## src/rtl/rvv_backend_alu_rs_fifo.sv

```systemverilog
// rtl/rvv_backend_alu_rs_fifo.sv - multi-port ALU reservation-station FIFO
//
// Purpose: circular FIFO between dispatch (up to NUM_PUSH writes per cycle)
// and the ALUs (up to NUM_POP retires per cycle). Entries are read
// combinationally at the read pointer. Status flags depend only on the
// registered count.
//
// Ports:
//   clk                     - clock, all state updates on rising edge
//   rst                     - synchronous active-high reset
//   push_dp2rs              - per-port write request, thermometer from bit 0
//   data_dp2rs              - per-port write data
//   fifo_full_rs2dp         - count == DEPTH
//   fifo_almost_full_rs2dp  - bit j: fewer than j+1 free entries
//   pop_ex2rs               - per-port retire request, thermometer from bit 0
//   alu_uop_rs2ex           - entry at read pointer + i
//   fifo_empty_rs2ex        - count == 0
//   fifo_almost_empty_rs2ex - bit i: count <= i
module rvv_backend_alu_rs_fifo #(
    parameter int DEPTH    = 8,
    parameter int NUM_PUSH = 2,
    parameter int NUM_POP  = 2,
    parameter int DW       = 32
) (
    input  logic                clk,
    input  logic                rst,
    input  logic [NUM_PUSH-1:0] push_dp2rs,
    input  logic [DW-1:0]       data_dp2rs [NUM_PUSH],
    output logic                fifo_full_rs2dp,
    output logic [NUM_PUSH-1:1] fifo_almost_full_rs2dp,
    input  logic [NUM_POP-1:0]  pop_ex2rs,
    output logic [DW-1:0]       alu_uop_rs2ex [NUM_POP],
    output logic                fifo_empty_rs2ex,
    output logic [NUM_POP-1:1]  fifo_almost_empty_rs2ex
);

    localparam int AW = $clog2(DEPTH);
    localparam int CW = $clog2(DEPTH + 1);

    logic [AW-1:0]       rptr;
    logic [AW-1:0]       wptr;
    logic [CW-1:0]       count;
    logic [DW-1:0]       mem [DEPTH];

    logic [NUM_PUSH-1:0] push_acc;
    logic [NUM_POP-1:0]  pop_acc;
    logic [CW-1:0]       num_push;
    logic [CW-1:0]       num_pop;
    logic                push_chain;
    logic                pop_chain;

    // Acceptance uses the current count only; a same-cycle pop never frees
    // room for a push, which keeps the full path free of pop timing.
    always_comb begin
        push_acc   = '0;
        pop_acc    = '0;
        num_push   = '0;
        num_pop    = '0;
        push_chain = 1'b1;
        pop_chain  = 1'b1;
        for (int j = 0; j < NUM_PUSH; j++) begin
            push_chain  = push_chain & push_dp2rs[j];
            push_acc[j] = push_chain && ((int'(count) + j) < DEPTH);
            if (push_acc[j]) begin
                num_push = num_push + CW'(1);
            end
        end
        for (int i = 0; i < NUM_POP; i++) begin
            pop_chain  = pop_chain & pop_ex2rs[i];
            pop_acc[i] = pop_chain && (i < int'(count));
            if (pop_acc[i]) begin
                num_pop = num_pop + CW'(1);
            end
        end
    end

    // Storage is not reset; reset only blocks writes in its own cycle.
    always_ff @(posedge clk) begin
        if (rst) begin
            rptr  <= '0;
            wptr  <= '0;
            count <= '0;
        end else begin
            for (int j = 0; j < NUM_PUSH; j++) begin
                if (push_acc[j]) begin
                    mem[wptr + AW'(j)] <= data_dp2rs[j];
                end
            end
            wptr  <= wptr + AW'(num_push);
            rptr  <= rptr + AW'(num_pop);
            count <= count + num_push - num_pop;
        end
    end

    always_comb begin
        for (int i = 0; i < NUM_POP; i++) begin
            alu_uop_rs2ex[i] = mem[rptr + AW'(i)];
        end
    end

    always_comb begin
        fifo_full_rs2dp  = (count == CW'(DEPTH));
        fifo_empty_rs2ex = (count == '0);
        fifo_almost_full_rs2dp  = '0;
        fifo_almost_empty_rs2ex = '0;
        for (int j = 1; j < NUM_PUSH; j++) begin
            fifo_almost_full_rs2dp[j] = (count > CW'(DEPTH - 1 - j));
        end
        for (int i = 1; i < NUM_POP; i++) begin
            fifo_almost_empty_rs2ex[i] = (count <= CW'(i));
        end
    end

    push_thermometer: assert property (@(posedge clk) disable iff (rst)
        ((push_dp2rs & (push_dp2rs + NUM_PUSH'(1))) == '0))
        else $error("rs_fifo: non-thermometer push vector %b", push_dp2rs);

    pop_thermometer: assert property (@(posedge clk) disable iff (rst)
        ((pop_ex2rs & (pop_ex2rs + NUM_POP'(1))) == '0))
        else $error("rs_fifo: non-thermometer pop vector %b", pop_ex2rs);

    // Dropped pushes and ignored pops are legal flow control, so these are
    // reported as warnings rather than errors.
    push_when_full: assert property (@(posedge clk) disable iff (rst)
        !(push_dp2rs[0] && fifo_full_rs2dp))
        else $warning("rs_fifo: push while full, dropped");

    pop_when_empty: assert property (@(posedge clk) disable iff (rst)
        !(pop_ex2rs[0] && fifo_empty_rs2ex))
        else $warning("rs_fifo: pop while empty, ignored");

endmodule

```

## config.mk

```make
export PLATFORM = sky130hd
export DESIGN_NAME = rvv_backend_alu_rs_fifo
export DESIGN_NICKNAME = d
export VERILOG_FILES = /design/src/rtl/rvv_backend_alu_rs_fifo.sv
export SDC_FILE = /design/constraint.sdc
export NUM_CORES = 1
export LEC_CHECK = 0
export ABC_AREA = 1
export CORE_MARGIN = 8
export CORE_UTILIZATION = 30
export DETAILED_ROUTE_END_ITERATION = 8
export PLACE_DENSITY_LB_ADDON = 0.05
export SLEW_MARGIN = 30
export SYNTH_ARGS = -nofsm -noshare
export SYNTH_HDL_FRONTEND = slang
export SYNTH_SLANG_ARGS = --single-unit
```

## constraint.sdc

```tcl
create_clock -name clk -period 6.8 [get_ports clk]
set_input_delay 1.36 -clock clk [delete_from_list [all_inputs] [get_ports clk]]
set_output_delay 1.36 -clock clk [all_outputs]
set_load 0.005 [all_outputs]
```

==> impl_metrics.env, run 1 <==
export IMPL_yosysWarnings=0
export IMPL_pwr_share_comb_pct=55.5
export IMPL_max_slew_margin_rel_pct=28.1
export IMPL_power_frac_clock_pct=20.6
export IMPL_cp_slowest_stage_delay_ns=0.77
export IMPL_cts_tree="built"
export IMPL_design_power_total_w=0.00881
export IMPL_peakVddDrop_mv=0.269
export IMPL_totalWireLength_mm=74.0
export IMPL_startpoint_type="flip-flop"
export IMPL_synth_top_cell_by_area="edfxtp_1"
export IMPL_dp_hpwl_mm=43.8
export IMPL_leakage_nw=7.45
export IMPL_area_growth_pct=14.1
export IMPL_synthesis_nets=2373
export IMPL_clock_sinks=266
export IMPL_start_util_pct=30.4
export IMPL_core_area_sq_um=60500
export IMPL_antenna_left=0
export IMPL_syn_area_per_cell_sq_um=8.05
export IMPL_overflow=0
export IMPL_critPathKind="flip-flop to output port"
export IMPL_clkTransAtPathRegs_ns=0.06
export IMPL_gp_congestion=0.791
export IMPL_final_setup_tns_ns=0
export IMPL_cts_max_level=2
export IMPL_drtIter0Drc=1372
export IMPL_p_per_area_nw_per_um2=420
export IMPL_final_util_pct=34.7
export IMPL_critPathMostFrequentCell="o21ai_0"
export IMPL_outcome="complete, no violations"
export IMPL_grt_pass1_vias=16700
export IMPL_hold_depth=2
export IMPL_netlist_instances=2285
export IMPL_grt_max_degree=190
export IMPL_hold_viol_final=0
export IMPL_synth_flop_cell="edfxtp_1"
export IMPL_cts_inserted_buffers=36
export IMPL_cts_setup_buffers=0
export IMPL_layout_drive_gt1_share_pct=5.09
export IMPL_multi_input_area_sq_um=8660
export IMPL_critPathCaptureType="output port"
export IMPL_fin_worst_skew_ns=0.0108
export IMPL_slowest_stage="dfxtp_4"
export IMPL_synth_top_area_share_pct=41.8
export IMPL_fill_cells=6238
export IMPL_antenna_found_initial=0
export IMPL_rr_endpoint="mem[2][6]"
export IMPL_swShare_pct=46.4
export IMPL_fin_cells=3064
export IMPL_vias_per_cell=5.50
export IMPL_place_ws_ns=2.06
export IMPL_worstPathRequired_ns=5.44
export IMPL_dp_cells=3000
export IMPL_fin_crit_ns=5.34
export IMPL_clk_insertion_delay_late_ns=0.56
export IMPL_seqCellArea_sq_um=7900
export IMPL_io_pins=138
export IMPL_rsz0062_at_grt="no"
export IMPL_cts_hold_buf=0
export IMPL_io_buffer_count=137
export IMPL_crit_start="rptr[0]"
export IMPL_grt_pass1_wl_mm=110
export IMPL_die_area_sq_um=69500
export IMPL_max_freq_ghz=0.187
export IMPL_tightest_slew_ns=1.08
export IMPL_synth_edf_count=256
export IMPL_arrival_ns=3.98
export IMPL_cp_endpoint="alu_uop_rs2ex[21]"
export IMPL_p_sw_w=0.00409
export IMPL_nNetsFinal=2344
export IMPL_ys_ff_latch=266
export IMPL_num_rows=90
export IMPL_hold_class="flip-flop to flip-flop"
export IMPL_drc=0
export IMPL_fp_dieW_microns=264
export IMPL_clockBufferDepth=3
export IMPL_path_cells="ha_4 -> buf_4 -> o21ai_0 -> o21ai_0 -> o21a_1 -> clkdlybuf4s50_1"
export IMPL_reg2regPathDepth=5
export IMPL_cts_resized=0
export IMPL_vias=16800
export IMPL_finalSetupViolations=0
export IMPL_p_int_w=0.00472
export IMPL_post_route_period_util_pct=78.5
export IMPL_root_buffer="clkbuf_16"
export IMPL_timing_rr_start="wptr[0]"
export IMPL_seq_power_share_pct=23.9
export IMPL_syn_area_sq_um=18400
export IMPL_grt_usage_pct=20.6
export IMPL_slew_viol_final=0
export IMPL_die_y_microns=264
export IMPL_ff2ff_setup_slack_ns=2.76
export IMPL_wl_per_cell_microns=24.1
export IMPL_yosysSeqAreaShare_pct=42.9
export IMPL_drtPass1Iterations=6
export IMPL_drv_cap=0
export IMPL_synth_async_reset_ratio_pct=0
export IMPL_cp_max_fo=57
export IMPL_finalWorstSetupSlack_ns=1.46
export IMPL_netlist_top_cells_area="edfxtp_1, o21bai_1, o21ai_0, nand3_1, nand2_1"
export IMPL_synthDistinctLibCells=34
==> cell usage after synthesis, types with 2 or more instances <==
cell      number
a21oi_1      160
buf_1         35
buf_2         92
buf_4         22
buf_6         33
clkbuf_1      53
dfxtp_1       10
edfxtp_1     256
fa_1           4
ha_1          14
inv_1        156
inv_2          6
inv_6          4
nand2_1      360
nand2_4        4
nand3_1      296
nand3_2        5
nand4_1        3
nor2_1       110
nor2_4         2
o21a_1        32
o21ai_0      339
o21ai_1       15
o21bai_1     256
o22ai_1        8
xnor2_1        2
==> flip-flops by register name, indices dropped and copies added (netlist names) <==
register / count
wptr: 3
count: 4
rptr: 3
mem: 256
==> cell families (layout without fill, tap and decap cells) <==
family                   after synthesis  in the layout  share of synthesized area [%]
AO/OA/AOI/OAI                        811            811                           26.1
AND/OR/NAND/NOR                      783            783                           18.5
other                                  0              1                              0
flip-flops                           266            266                           42.9
buffers and inverters                402            398                           10.8
XOR/XNOR                               5              5                          0.381
adder cells (fa/ha/maj)               18             18                           1.39
==> per-layer routing <==
| layer | global-route usage, % | part of all wire [%] | vias up |
|---|---|---|---|
| li1 | - | - | 7869 |
| met4 | 8.97 | 4.1 | 0 |
| met5 | 0 | 0 | - |
| met3 | 3.11 | 5.6 | 156 |
| met1 | 25.8 | 42 | 8230 |
| met2 | 34.9 | 48 | 587 |
==> per-stage QoR <==
stage | hold WS (ns) | cell area (sq um)
after floorplan | 0.584 | 18400
after global placement | 0.652 | 19800
after detailed placement | 0.656 | 19900
after CTS | 0.672 | 21000
after global routing | 0.701 | 21000
final | 0.670 | 21000
==> power groups by stage <==
stage               logic (W)  clock network, W  registers (W)
floorplan             0.00275                 0        0.00204
CTS                   0.00496           0.00186        0.00211
global route          0.00537           0.00190        0.00213
global placement      0.00491                 0        0.00214
detailed placement    0.00494                 0        0.00214
finish                0.00489           0.00181        0.00211
==> how the worst min path moves through the flow <==
stage | startpoint | to | slack (ns)
floorplan | wptr[0] | wptr[0] | 0.58
global placement | wptr[2] | wptr[2] | 0.65
detailed placement | wptr[2] | wptr[2] | 0.66
CTS | wptr[2] | wptr[2] | 0.67
global route | wptr[2] | wptr[2] | 0.70
finish | wptr[2] | wptr[2] | 0.67
==> cell usage in the layout (no fill, tap or decap), drive strengths merged, types with 4 or more instances in the layout <==
cell	Yosys	final
a21oi	160	160
buf	182	32
clkbuf	54	42
clkdlybuf4s50	0	137
clkinv	0	20
dfxtp	10	10
edfxtp	256	256
fa	4	4
ha	14	14
inv	166	166
nand2	364	364
nand3	301	301
nor2	113	113
o21a	32	32
o21ai	354	354
o21bai	256	256
o22ai	8	8
==> worst max-delay path, delay by kind of cell (launching register included) <==
kind	cells	cell delay (ns)
flip-flops	1	0.77
AO/OA/AOI/OAI	3	0.70
buffers and inverters	2	1.17
adder cells (fa/ha/maj)	1	0.71
==> cell type report <==
class	count	share of cell area, %
multi-input combinational	1617	41.3
sequential	266	37.6
inverter	166	3.16
tap	782	4.66
clock buffer	42	4.50
clock inverter	21	0.596
antenna	1	0.0119
timing repair buffer	169	8.17
No activity file was read; power rests on OpenSTA's default activity.
==> inputs of run 2 (changes only) <==
==> constraint.sdc (replaced) <==
create_clock -name clk -period 5.55 [get_ports clk]
set_input_delay 1.11 -clock clk [delete_from_list [all_inputs] [get_ports clk]]
set_output_delay 1.11 -clock clk [all_outputs]
set_load 0.005 [all_outputs]
==> impl_metrics.env, run 2 (synthesis results as in run 1) <==
export IMPL_antenna_left=0
export IMPL_gp_congestion=0.759
export IMPL_clk_insertion_delay_late_ns=0.56
export IMPL_startpoint_type="flip-flop"
export IMPL_multi_input_area_sq_um=8660
export IMPL_critPathCaptureType="output port"
export IMPL_final_cell_mix="nand2_1, o21ai_0, nand3_1"
export IMPL_cts_max_level=2
export IMPL_clockBufferDepth=3
export IMPL_arrival_ns=3.43
export IMPL_overflow=0
export IMPL_slew_viol_final=0
export IMPL_drtIter0Drc=1189
export IMPL_critPathKind="flip-flop to output port"
export IMPL_outcome="complete, no violations"
export IMPL_n_antenna_cell=0
export IMPL_area_growth_pct=14.0
export IMPL_cts_hold_buf=0
export IMPL_clkTransAtPathRegs_ns=0.05
export IMPL_fin_worst_skew_ns=0.0210
export IMPL_grt_usage_pct=19.7
export IMPL_wl_per_cell_microns=23.0
export IMPL_peakVddDrop_mv=0.291
export IMPL_root_buffer="clkbuf_16"
export IMPL_post_route_period_util_pct=81.8
export IMPL_grt_max_degree=151
export IMPL_layout_drive_gt1_share_pct=4.96
export IMPL_top_register="mem"
export IMPL_io_buffer_count=137
export IMPL_cts_inserted_buffers=37
export IMPL_fin_crit_ns=4.54
export IMPL_drtPass1Iterations=5
export IMPL_nNetsFinal=2343
export IMPL_holdWs_ns=0.668
export IMPL_max_freq_ghz=0.220
export IMPL_design_power_total_w=0.0107
export IMPL_grt_pass1_vias=16300
export IMPL_leakage_nw=7.44
export IMPL_drc=0
export IMPL_worstPathRequired_ns=4.44
export IMPL_finalWorstSetupSlack_ns=1.01
export IMPL_largest_registers="mem x256, count x4"
export IMPL_clock_sinks=266
export IMPL_place_ws_ns=1.44
export IMPL_fp_dieW_microns=264
export IMPL_cts_resized=0
export IMPL_rsz0062_at_grt="no"
export IMPL_cp_max_fo=52
export IMPL_totalWireLength_mm=70.5
export IMPL_drv_cap=0
export IMPL_cts_tree="built"
export IMPL_hold_class="flip-flop to flip-flop"
export IMPL_start_util_pct=30.4
export IMPL_max_slew_margin_rel_pct=36.0
export IMPL_seqCellArea_sq_um=7900
export IMPL_vias_per_cell=5.38
export IMPL_die_y_microns=264
export IMPL_fin_cells=3060
export IMPL_num_rows=90
export IMPL_grt_pass1_wl_mm=106
export IMPL_p_per_area_nw_per_um2=509
export IMPL_largest_register_ffs=256
export IMPL_fill_cells=6195
export IMPL_dp_cells=2998
export IMPL_tightest_slew_ns=0.960
export IMPL_hold_viol_final=0
export IMPL_antenna_found_initial=0
export IMPL_core_area_sq_um=60500
export IMPL_die_area_sq_um=69500
export IMPL_io_pins=138
export IMPL_cts_setup_buffers=0
export IMPL_final_setup_tns_ns=0
export IMPL_vias=16500
export IMPL_dp_hpwl_mm=39.7
export IMPL_layout_commonest_cell="nand2_1"
export IMPL_finalSetupViolations=0
[run 2: area by class of cell]
type | count | share of cell area, %
timing repair buffer | 167 | 8.01
clock inverter | 11 | 0.251
clock buffer | 51 | 4.97
inverter | 166 | 3.12
sequential | 266 | 37.7
tap | 782 | 4.67
multi-input combinational | 1617 | 41.3
[run 2: critical path, stage by stage, from the launching register on]
cell,delay [ns]
dfxtp_4,0.64
ha_4,0.68
inv_1,0.09
buf_4,0.34
a21oi_1,0.18
o21ai_0,0.10
nand3_1,0.17
o21a_1,0.17
clkdlybuf4s50_1,0.50
[run 2: per-layer routing]
metal / wire [microns] / up-vias / GRT usage [%]
li1: - / 7865 / -
met1: 30800 / 8033 / 25.3
met2: 34600 / 464 / 34.3
met3: 3330 / 101 / 2.87
met4: 1710 / 0 / 5.38
met5: 0 / - / 0
[run 2: worst paths after layout]
check,to,depth (start not counted),slack [ns],from
min reg2reg,wptr[2],2,0.67,wptr[2]
min,wptr[2],2,0.67,wptr[2]
max reg2reg,mem[0][2],6,1.84,wptr[0]
max,alu_uop_rs2ex[12],8,1.01,rptr[1]
[run 2: through the flow]
step | cell area [sq um] | utilization, %
2_1_floorplan | 18400 | -
6_report | 21000 | 34.7
3_3_place_gp | 19900 | 32.8
5_1_grt | 21000 | 34.7
4_1_cts | 21000 | 34.6
3_5_place_dp | 19900 | 32.8
[run 2: report_power, final]
part / internal [W] / switching, W
clock network: 0.00130 / 0.000944
registers: 0.00241 / 0.000151
logic: 0.00213 / 0.00373
total: 0.00584 / 0.00482
